===== config.mk =====
export PLATFORM = sky130hd
export DESIGN_NAME = signed_accumulator_flat
export DESIGN_NICKNAME = d
export VERILOG_FILES = /design/src/rtl/signed_accumulator_if.sv /design/src/rtl/signed_accumulator.sv /design/src/flat_wrapper.sv
export SDC_FILE = /design/constraint.sdc
export NUM_CORES = 1
export LEC_CHECK = 0
export CORE_ASPECT_RATIO = 0.5
export CORE_MARGIN = 5
export CORE_UTILIZATION = 47
export CTS_CLUSTER_DIAMETER = 50
export CTS_CLUSTER_SIZE = 24
export DETAILED_ROUTE_END_ITERATION = 8
export PLACE_DENSITY = 0.78
export SLEW_MARGIN = 10
export SYNTH_ARGS = -nofsm -noshare
export SYNTH_HDL_FRONTEND = slang
export SYNTH_SLANG_ARGS = --single-unit

===== constraint.sdc =====
create_clock -name clk -period 2.5 [get_ports clk]
set_input_delay 0.625 -clock clk [delete_from_list [all_inputs] [get_ports clk]]
set_output_delay 0.625 -clock clk [all_outputs]
set_load 0.05 [all_outputs]

===== src/rtl/signed_accumulator_if.sv =====
// signed_accumulator_if
//   Groups the stream input, clear strobe and result handshake of
//   signed_accumulator into one bundle.
//   Parameter: WIDTH  - operand / accumulator width in bits.
//   Signals:
//     in_valid  - upstream word present on in_data
//     in_ready  - accumulator accepts in_data this cycle
//     in_data   - signed operand
//     clear     - synchronous abort of the current batch
//     out_valid - batch result available
//     out_ready - downstream accepts the result
//     acc_out   - signed running / final batch sum
//     ovf       - sticky signed-overflow flag for the current batch
//   Modports: master (producer/consumer side), slave (accumulator side).
interface signed_accumulator_if #(
    parameter int WIDTH = 32
);
    logic             in_valid;
    logic             in_ready;
    logic [WIDTH-1:0] in_data;
    logic             clear;
    logic             out_valid;
    logic             out_ready;
    logic [WIDTH-1:0] acc_out;
    logic             ovf;

    modport master (
        output in_valid, in_data, clear, out_ready,
        input  in_ready, out_valid, acc_out, ovf
    );

    modport slave (
        input  in_valid, in_data, clear, out_ready,
        output in_ready, out_valid, acc_out, ovf
    );
endinterface


===== src/rtl/signed_accumulator.sv =====
// signed_accumulator
//   Sums N_TERMS signed operands per batch and presents the result with a
//   valid/ready handshake. A sticky flag reports signed overflow within the
//   batch.
//   Parameters:
//     WIDTH   - operand / accumulator width (two's complement)
//     N_TERMS - operands per batch, 1..255
//   Ports:
//     clk - clock, rising edge
//     rst - asynchronous, active-high reset
//     bus - signed_accumulator_if.slave (in_valid/in_ready/in_data, clear,
//           out_valid/out_ready, acc_out, ovf)
//   Build option:
//     SIGNED_ACCUMULATOR_SAT_EN - when defined, an overflowing addition loads
//     the signed max/min instead of wrapping modulo 2^WIDTH. ovf behaves the
//     same either way.
module signed_accumulator #(
    parameter int WIDTH   = 32,
    parameter int N_TERMS = 4
) (
    input  logic                  clk,
    input  logic                  rst,
    signed_accumulator_if.slave   bus
);

    typedef enum logic [1:0] {
        IDLE  = 2'd0,
        ACCUM = 2'd1,
        DONE  = 2'd2
    } state_t;

    localparam logic [7:0] LP_N_TERMS = 8'(N_TERMS);
`ifdef SIGNED_ACCUMULATOR_SAT_EN
    localparam logic [WIDTH-1:0] LP_MAX = {1'b0, {(WIDTH-1){1'b1}}};
    localparam logic [WIDTH-1:0] LP_MIN = {1'b1, {(WIDTH-1){1'b0}}};
`endif

    state_t           r_state;
    logic [WIDTH-1:0] r_acc;
    logic [7:0]       r_cnt;
    logic             r_ovf;

    state_t           w_state_nxt;
    logic [WIDTH-1:0] w_acc_nxt;
    logic [7:0]       w_cnt_nxt;
    logic             w_ovf_nxt;

    logic             w_xfer;
    logic [WIDTH-1:0] w_sum;
    logic             w_add_ovf;
    logic [WIDTH-1:0] w_acc_add;
    logic [7:0]       w_cnt_inc;

    // Datapath. acc is held at zero in IDLE, so the first word of a batch
    // goes through the same adder (0 + x) and can never flag overflow.
    always_comb begin
        w_xfer    = bus.in_valid && (r_state != DONE);
        w_sum     = r_acc + bus.in_data;
        w_add_ovf = (r_acc[WIDTH-1] == bus.in_data[WIDTH-1]) &&
                    (w_sum[WIDTH-1] != r_acc[WIDTH-1]);
        w_cnt_inc = r_cnt + 8'd1;
`ifdef SIGNED_ACCUMULATOR_SAT_EN
        // Both addends share a sign on overflow; that sign picks the rail.
        if (w_add_ovf)
            w_acc_add = r_acc[WIDTH-1] ? LP_MIN : LP_MAX;
        else
            w_acc_add = w_sum;
`else
        w_acc_add = w_sum;
`endif
    end

    // Next-state and outputs.
    always_comb begin
        w_state_nxt = r_state;
        w_acc_nxt   = r_acc;
        w_cnt_nxt   = r_cnt;
        w_ovf_nxt   = r_ovf;

        bus.in_ready  = (r_state != DONE);
        bus.out_valid = (r_state == DONE);
        bus.acc_out   = r_acc;
        bus.ovf       = r_ovf;

        if (bus.clear) begin
            // clear outranks any coincident transfer or result handshake
            w_state_nxt = IDLE;
            w_acc_nxt   = '0;
            w_cnt_nxt   = '0;
            w_ovf_nxt   = 1'b0;
        end else begin
            case (r_state)
                IDLE, ACCUM: begin
                    if (w_xfer) begin
                        w_acc_nxt   = w_acc_add;
                        w_cnt_nxt   = w_cnt_inc;
                        w_ovf_nxt   = r_ovf | w_add_ovf;
                        w_state_nxt = (w_cnt_inc == LP_N_TERMS) ? DONE : ACCUM;
                    end
                end
                DONE: begin
                    if (bus.out_ready) begin
                        w_state_nxt = IDLE;
                        w_acc_nxt   = '0;
                        w_cnt_nxt   = '0;
                        w_ovf_nxt   = 1'b0;
                    end
                end
                default: begin
                    w_state_nxt = IDLE;
                    w_acc_nxt   = '0;
                    w_cnt_nxt   = '0;
                    w_ovf_nxt   = 1'b0;
                end
            endcase
        end
    end

    always_ff @(posedge clk or posedge rst) begin
        if (rst) begin
            r_state <= IDLE;
            r_acc   <= '0;
            r_cnt   <= '0;
            r_ovf   <= 1'b0;
        end else begin
            r_state <= w_state_nxt;
            r_acc   <= w_acc_nxt;
            r_cnt   <= w_cnt_nxt;
            r_ovf   <= w_ovf_nxt;
        end
    end

endmodule


===== src/flat_wrapper.sv =====
// flat-port wrapper written by rule: the top's interface ports become plain ports
module signed_accumulator_flat 
#(
    parameter int WIDTH   = 32,
    parameter int N_TERMS = 4
)
  (clk, rst, bus_in_valid, bus_in_data, bus_clear, bus_out_ready, bus_in_ready, bus_out_valid, bus_acc_out, bus_ovf);
  signed_accumulator_if #(.WIDTH(WIDTH)) bus_i ();
  input  logic clk;
  input  logic rst;
  input wire logic [$bits(bus_i.in_valid)-1:0] bus_in_valid;
  input wire logic [$bits(bus_i.in_data)-1:0] bus_in_data;
  input wire logic [$bits(bus_i.clear)-1:0] bus_clear;
  input wire logic [$bits(bus_i.out_ready)-1:0] bus_out_ready;
  output wire logic [$bits(bus_i.in_ready)-1:0] bus_in_ready;
  output wire logic [$bits(bus_i.out_valid)-1:0] bus_out_valid;
  output wire logic [$bits(bus_i.acc_out)-1:0] bus_acc_out;
  output wire logic [$bits(bus_i.ovf)-1:0] bus_ovf;
  assign bus_i.in_valid = bus_in_valid;
  assign bus_i.in_data = bus_in_data;
  assign bus_i.clear = bus_clear;
  assign bus_i.out_ready = bus_out_ready;
  assign bus_in_ready = bus_i.in_ready;
  assign bus_out_valid = bus_i.out_valid;
  assign bus_acc_out = bus_i.acc_out;
  assign bus_ovf = bus_i.ovf;
  signed_accumulator #(.WIDTH(WIDTH), .N_TERMS(N_TERMS)) u_core (.clk(clk), .rst(rst), .bus(bus_i));
endmodule

Word-level counts from Yosys, hierarchy flattened
Cells that the tools add are included.
Widths: inputs -> output; s select.
Word-level totals
  register bits: 43
  input bits: 37
  output and inout bits: 35
  word-level logic and storage cells: 37
Operators by class
  $add $sub $neg: 2
  eq/ne operators: 8
  multiplexer cells: 17
  bitwise logic cells: 1
  reductions and logical operators: 5
Operator list (number)
  $mux 32: 3
  $pmux 32 s2: 1
  $add 32x32->32: 1
  $mux 8: 3
  $pmux 8 s2: 1
  $add 8x1->8 const B: 1
  $eq 8x3->1 const B: 1
  $mux 2: 4
  $pmux 2 s2: 1
  $mux 1: 3
  $ne 3x2->1 const B: 1
  $ne 3x3->1 const B: 1
  $eq 2x1->1 const B: 1
  $eq 2x2->1 const B: 1
  $logic_and 1x1->1: 2
  $logic_not 2->1: 1
  $ne 2x2->1 const B: 1
  $pmux 1 s2: 1
  $reduce_and 2->1: 1
  $reduce_or 2->1: 1
  $eq 1x1->1: 1
  $ne 1x1->1: 1
  $or 1x1->1: 1

Logic depth before layout (Yosys ltp)
  depth after elaboration: 7
  depth in mapped cells: 10
  depth with buffers taken out: 10

Least setup slack after synthesis
No wires, ideal clock.
  kind: register -> register
  from: register u_core.r_acc[0] (netlist: u_core.bus.acc_out[0])
  to: register u_core.r_acc[30] (netlist: u_core.bus.acc_out[30])
  setup time: 127 ps
  arrival time: 2747 ps
  required time: 2373 ps
  slack: -374 ps
  cell stages (with the launch flop): 11
  buffers on the path: 0
  period minus slack after synthesis: 2874 ps
  cells stage by stage: dfrtp_1 > ha_1 > fa_1 > a211oi_1 > o21ai_1 > a31oi_4 > o21ai_2 > a41o_1 > a31oi_1 > mux2i_1 > nand3_1
On the way
  cells in the longest elaborated chain, start to end: 4
Ends and longest elaborated chain
  start: declaration: RTL line signed_accumulator.sv:39  | logic [WIDTH-1:0] r_acc;
  start signal: assignment: RTL line signed_accumulator.sv:127  | r_acc <= w_acc_nxt;
  $add 32x32->32: RTL line signed_accumulator.sv:58  | w_sum = r_acc + bus.in_data;
  $mux 32: RTL line signed_accumulator.sv:94  | if (w_xfer) begin
  $pmux 32 s2: RTL line signed_accumulator.sv:92  | case (r_state)
  $mux 32: RTL line signed_accumulator.sv:85  | if (bus.clear) begin
No other way between the ends. The select of a mux whose other input is x is not followed.
A chain may end at the register's enable or synchronous reset.

Worst setup path after layout
  from: register u_core.r_acc[0] (netlist: u_core.bus.acc_out[0])
  to: register u_core.r_acc[26] (netlist: u_core.bus.acc_out[26])
The elaborated chain is that of the path after synthesis.

==> qor.txt <==
outcome: finished with violations
failing checks: negative setup slack
Setup WS pre-CTS: -0.748 ns
I/O pins: 72
fillers: 380
routed via count: 3864
Area Overhead vs Synth: 68.6%
Slew Viols, Final: 0
Max Fanout on Critical Path: 4
row cnt: 21
Main synth FF type: dfrtp_1
initial antenna violation count: 0
WHS: 0.504 ns
final worst setup slack: -0.171 ns
Synth Area per Inst: 8.56 µm²
clock sinks: 43
Final Hold Fails: 0
Gate power share: 0.571
Reg power frac: 0.229
clock skew: 0.00385 ns
1st-iter DRT viols: 407
share of cells above drive strength 1: 0.342
crit path kind: flip-flop to flip-flop
CTS max path bufs: 2
CTS H-Tree Depth: 2
Worst setup SP type: flip-flop
GPL Wtd Cong: 0.943
Mapped Nets: 463
Setup-failing EPs final: 5
Initial Util: 0.494
Post-Layout Cell Count: 651
flops & latches, synth: 43
P_sw: 0.00164 W
Synth cell types: 51
Antenna Nets Post-Route: 0
DRC viols: 0
Synth Cell Area: 3360 µm²
fin nets: 628
CTS tree: yes
final core utilization: 0.833
Hold Path Class: flip-flop to flip-flop
gr ovfl total: 0
commonest non-fill, non-tap cell in the layout: buf_4
placed cell count: 632
sequential standard cell area: 1080 µm²
Ys Warns: 0
Core Area: 6810 µm²
crit path DAT: 2.85 ns
detailed placement HPWL: 7390 µm
Total Die Area: 9050 µm²
Crit. End Element: flip-flop
Least-Margin Pin Slew: 0.513 ns
die span in x: 130 µm
clock network power share: 0.201
register area share after synthesis: 0.320
Final period util: 1.07
leakage power: 2.51 nW
dominant cell type by area after synthesis: dfrtp_1
Yosys top cell area share: 0.320
clock-pin slew on the worst setup and hold paths: 0.07 ns
largest net degree at the start of global routing: 27
number of max-cap violations: 0
IO Port Bufs: 71
Skew-Pair Late Insertion Delay: 0.30 ns
Internal Pwr Total: 0.00230 W
commonest cells after routing, fill and taps aside: buf_4, nand2_1, clkdlybuf4s50_1
WL per Instance: 18.3 µm
Pwr per Cell Area: 695 nW/µm²
area of the multi-input gates: 2750 µm²
WP data required: 2.68 ns
1st-pass router iterations: 6
headroom to the max-slew limit: 0.657
clk root buf: clkbuf_16
Diodes inserted: 0
drt via density: 5.94
setup_tns: -0.300 ns
fmax: 374 MHz
RSZ-0062 raised after global routing: true
switching part of the total: 0.416
first-pass GRT wire length: 18200 µm
final wirelength: 11900 µm
chip height: 69.8 µm
cts bufs inserted: 5
min cycle time layout: 2.67 ns
EDFF count, synth: 0
Post-Syn Instances: 393
ranking of synthesized cells by area: dfrtp_1, ha_1, nand2_1
Peak VDD IR: 0.337 mV
GRT Overall Usage: 0.245
ys async rst share: 1.00
vias in the first global route: 3829
[power groups by stage]
stage	Combinational (W)	Clock [W]	Sequential (W)
2_1_floorplan	0.000825	0	0.00117
3_3_place_gp	0.00183	0	0.000875
3_5_place_dp	0.00186	0	0.000878
4_1_cts	0.00203	0.000798	0.000891
5_1_grt	0.00240	0.000829	0.000913
6_report	0.00225	0.000791	0.000901
[worst paths after layout]
| path | start | endpoint | slack, ns | cells past startpoint |
|---|---|---|---|---|
| max | u_core.bus.acc_out[0] | u_core.bus.acc_out[26] | -0.17 | 10 |
| min | u_core.r_state[1] | u_core.r_state[0] | 0.50 | 1 |
| max reg2reg | u_core.bus.acc_out[0] | u_core.bus.acc_out[26] | -0.17 | 10 |
| min reg2reg | u_core.r_state[1] | u_core.r_state[0] | 0.50 | 1 |
| max in group asynchronous | rst | u_core.bus.acc_out[24] | 1.19 | 4 |
| min in group asynchronous | rst | u_core.r_state[1] | 0.70 | 3 |
[cell type report]
type | instances | area share
flip-flops and latches | 43 | 0.190
clock inverters | 3 | 0.00838
clock buffers | 5 | 0.0221
well taps | 92 | 0.0203
repair buffers | 174 | 0.268
inverters | 10 | 0.00662
multi-input cells | 324 | 0.484
[registers in the layout, indices dropped and copies added (netlist names)]
| register | count |
|---|---|
| u_core.bus.acc_out | 32 |
| u_core.r_cnt | 8 |
| u_core.r_state | 2 |
| u_core.bus.ovf | 1 |
[layer usage]
metal  global-route usage  share of wire
met1                0.317           0.41
met4               0.0691          0.027
met3               0.0508          0.077
met2                0.414           0.49
met5                    0              0
[critical path, stage by stage, from the launching register on]
cell	delay, ns
dfrtp_2	0.43
ha_4	0.17
fa_2	0.36
a211oi_4	0.24
o21ai_2	0.11
a31oi_4	0.29
o21ai_2	0.10
a41o_1	0.24
a31oi_1	0.33
xor2_1	0.22
o21ai_1	0.08
[cell families (layout without fill, tap and decap cells)]
group                    after synthesis  count (layout)  share of synthesized area
XOR/XNOR                              32              32                     0.0833
adder cells (fa/ha/maj)               33              33                      0.125
flip-flops                            43              43                      0.320
AO/OA/AOI/OAI                        148             148                      0.290
AND/OR/NAND/NOR                      109             109                      0.147
buffers and inverters                 26             192                     0.0294
multiplexers                           2               2                    0.00595
[per-stage QoR]
step / total power [W] / instance area, µm²
after global routing: 0.00414 / 5670
final: 0.00394 / 5670
after detailed placement: 0.00274 / 4870
after floorplan: 0.00199 / 3390
after CTS: 0.00372 / 5420
after global placement: 0.00271 / 4870
[Yosys cell counts (2+ instances only)]
library cell,n
a22o_1,7
o22ai_1,3
nor3_1,3
nand2b_1,6
nand4_1,6
and3_1,4
nor2_1,18
nand2_1,53
o21ai_0,31
xnor2_1,17
nand3_1,9
nor2b_1,2
xor2_1,15
nor3b_1,3
a21o_1,10
a21oi_1,32
and2_1,3
o21ai_1,24
mux2i_1,2
dfrtp_1,43
o21bai_1,5
ha_1,32
a211oi_2,2
o31ai_1,3
a211oi_1,4
o211ai_1,6
a31oi_1,3
inv_1,10
clkbuf_1,15
[timing repair]
item / 4_1_cts / 5_1_grt
resized for setup: 79 / 43
pin swaps: 41 / 24
setup buffers: 5 / 6
hold buffers: 0 / 0
setup endpoints to repair: 21 / 16
Note: power is estimated with default switching activity, not from simulation.
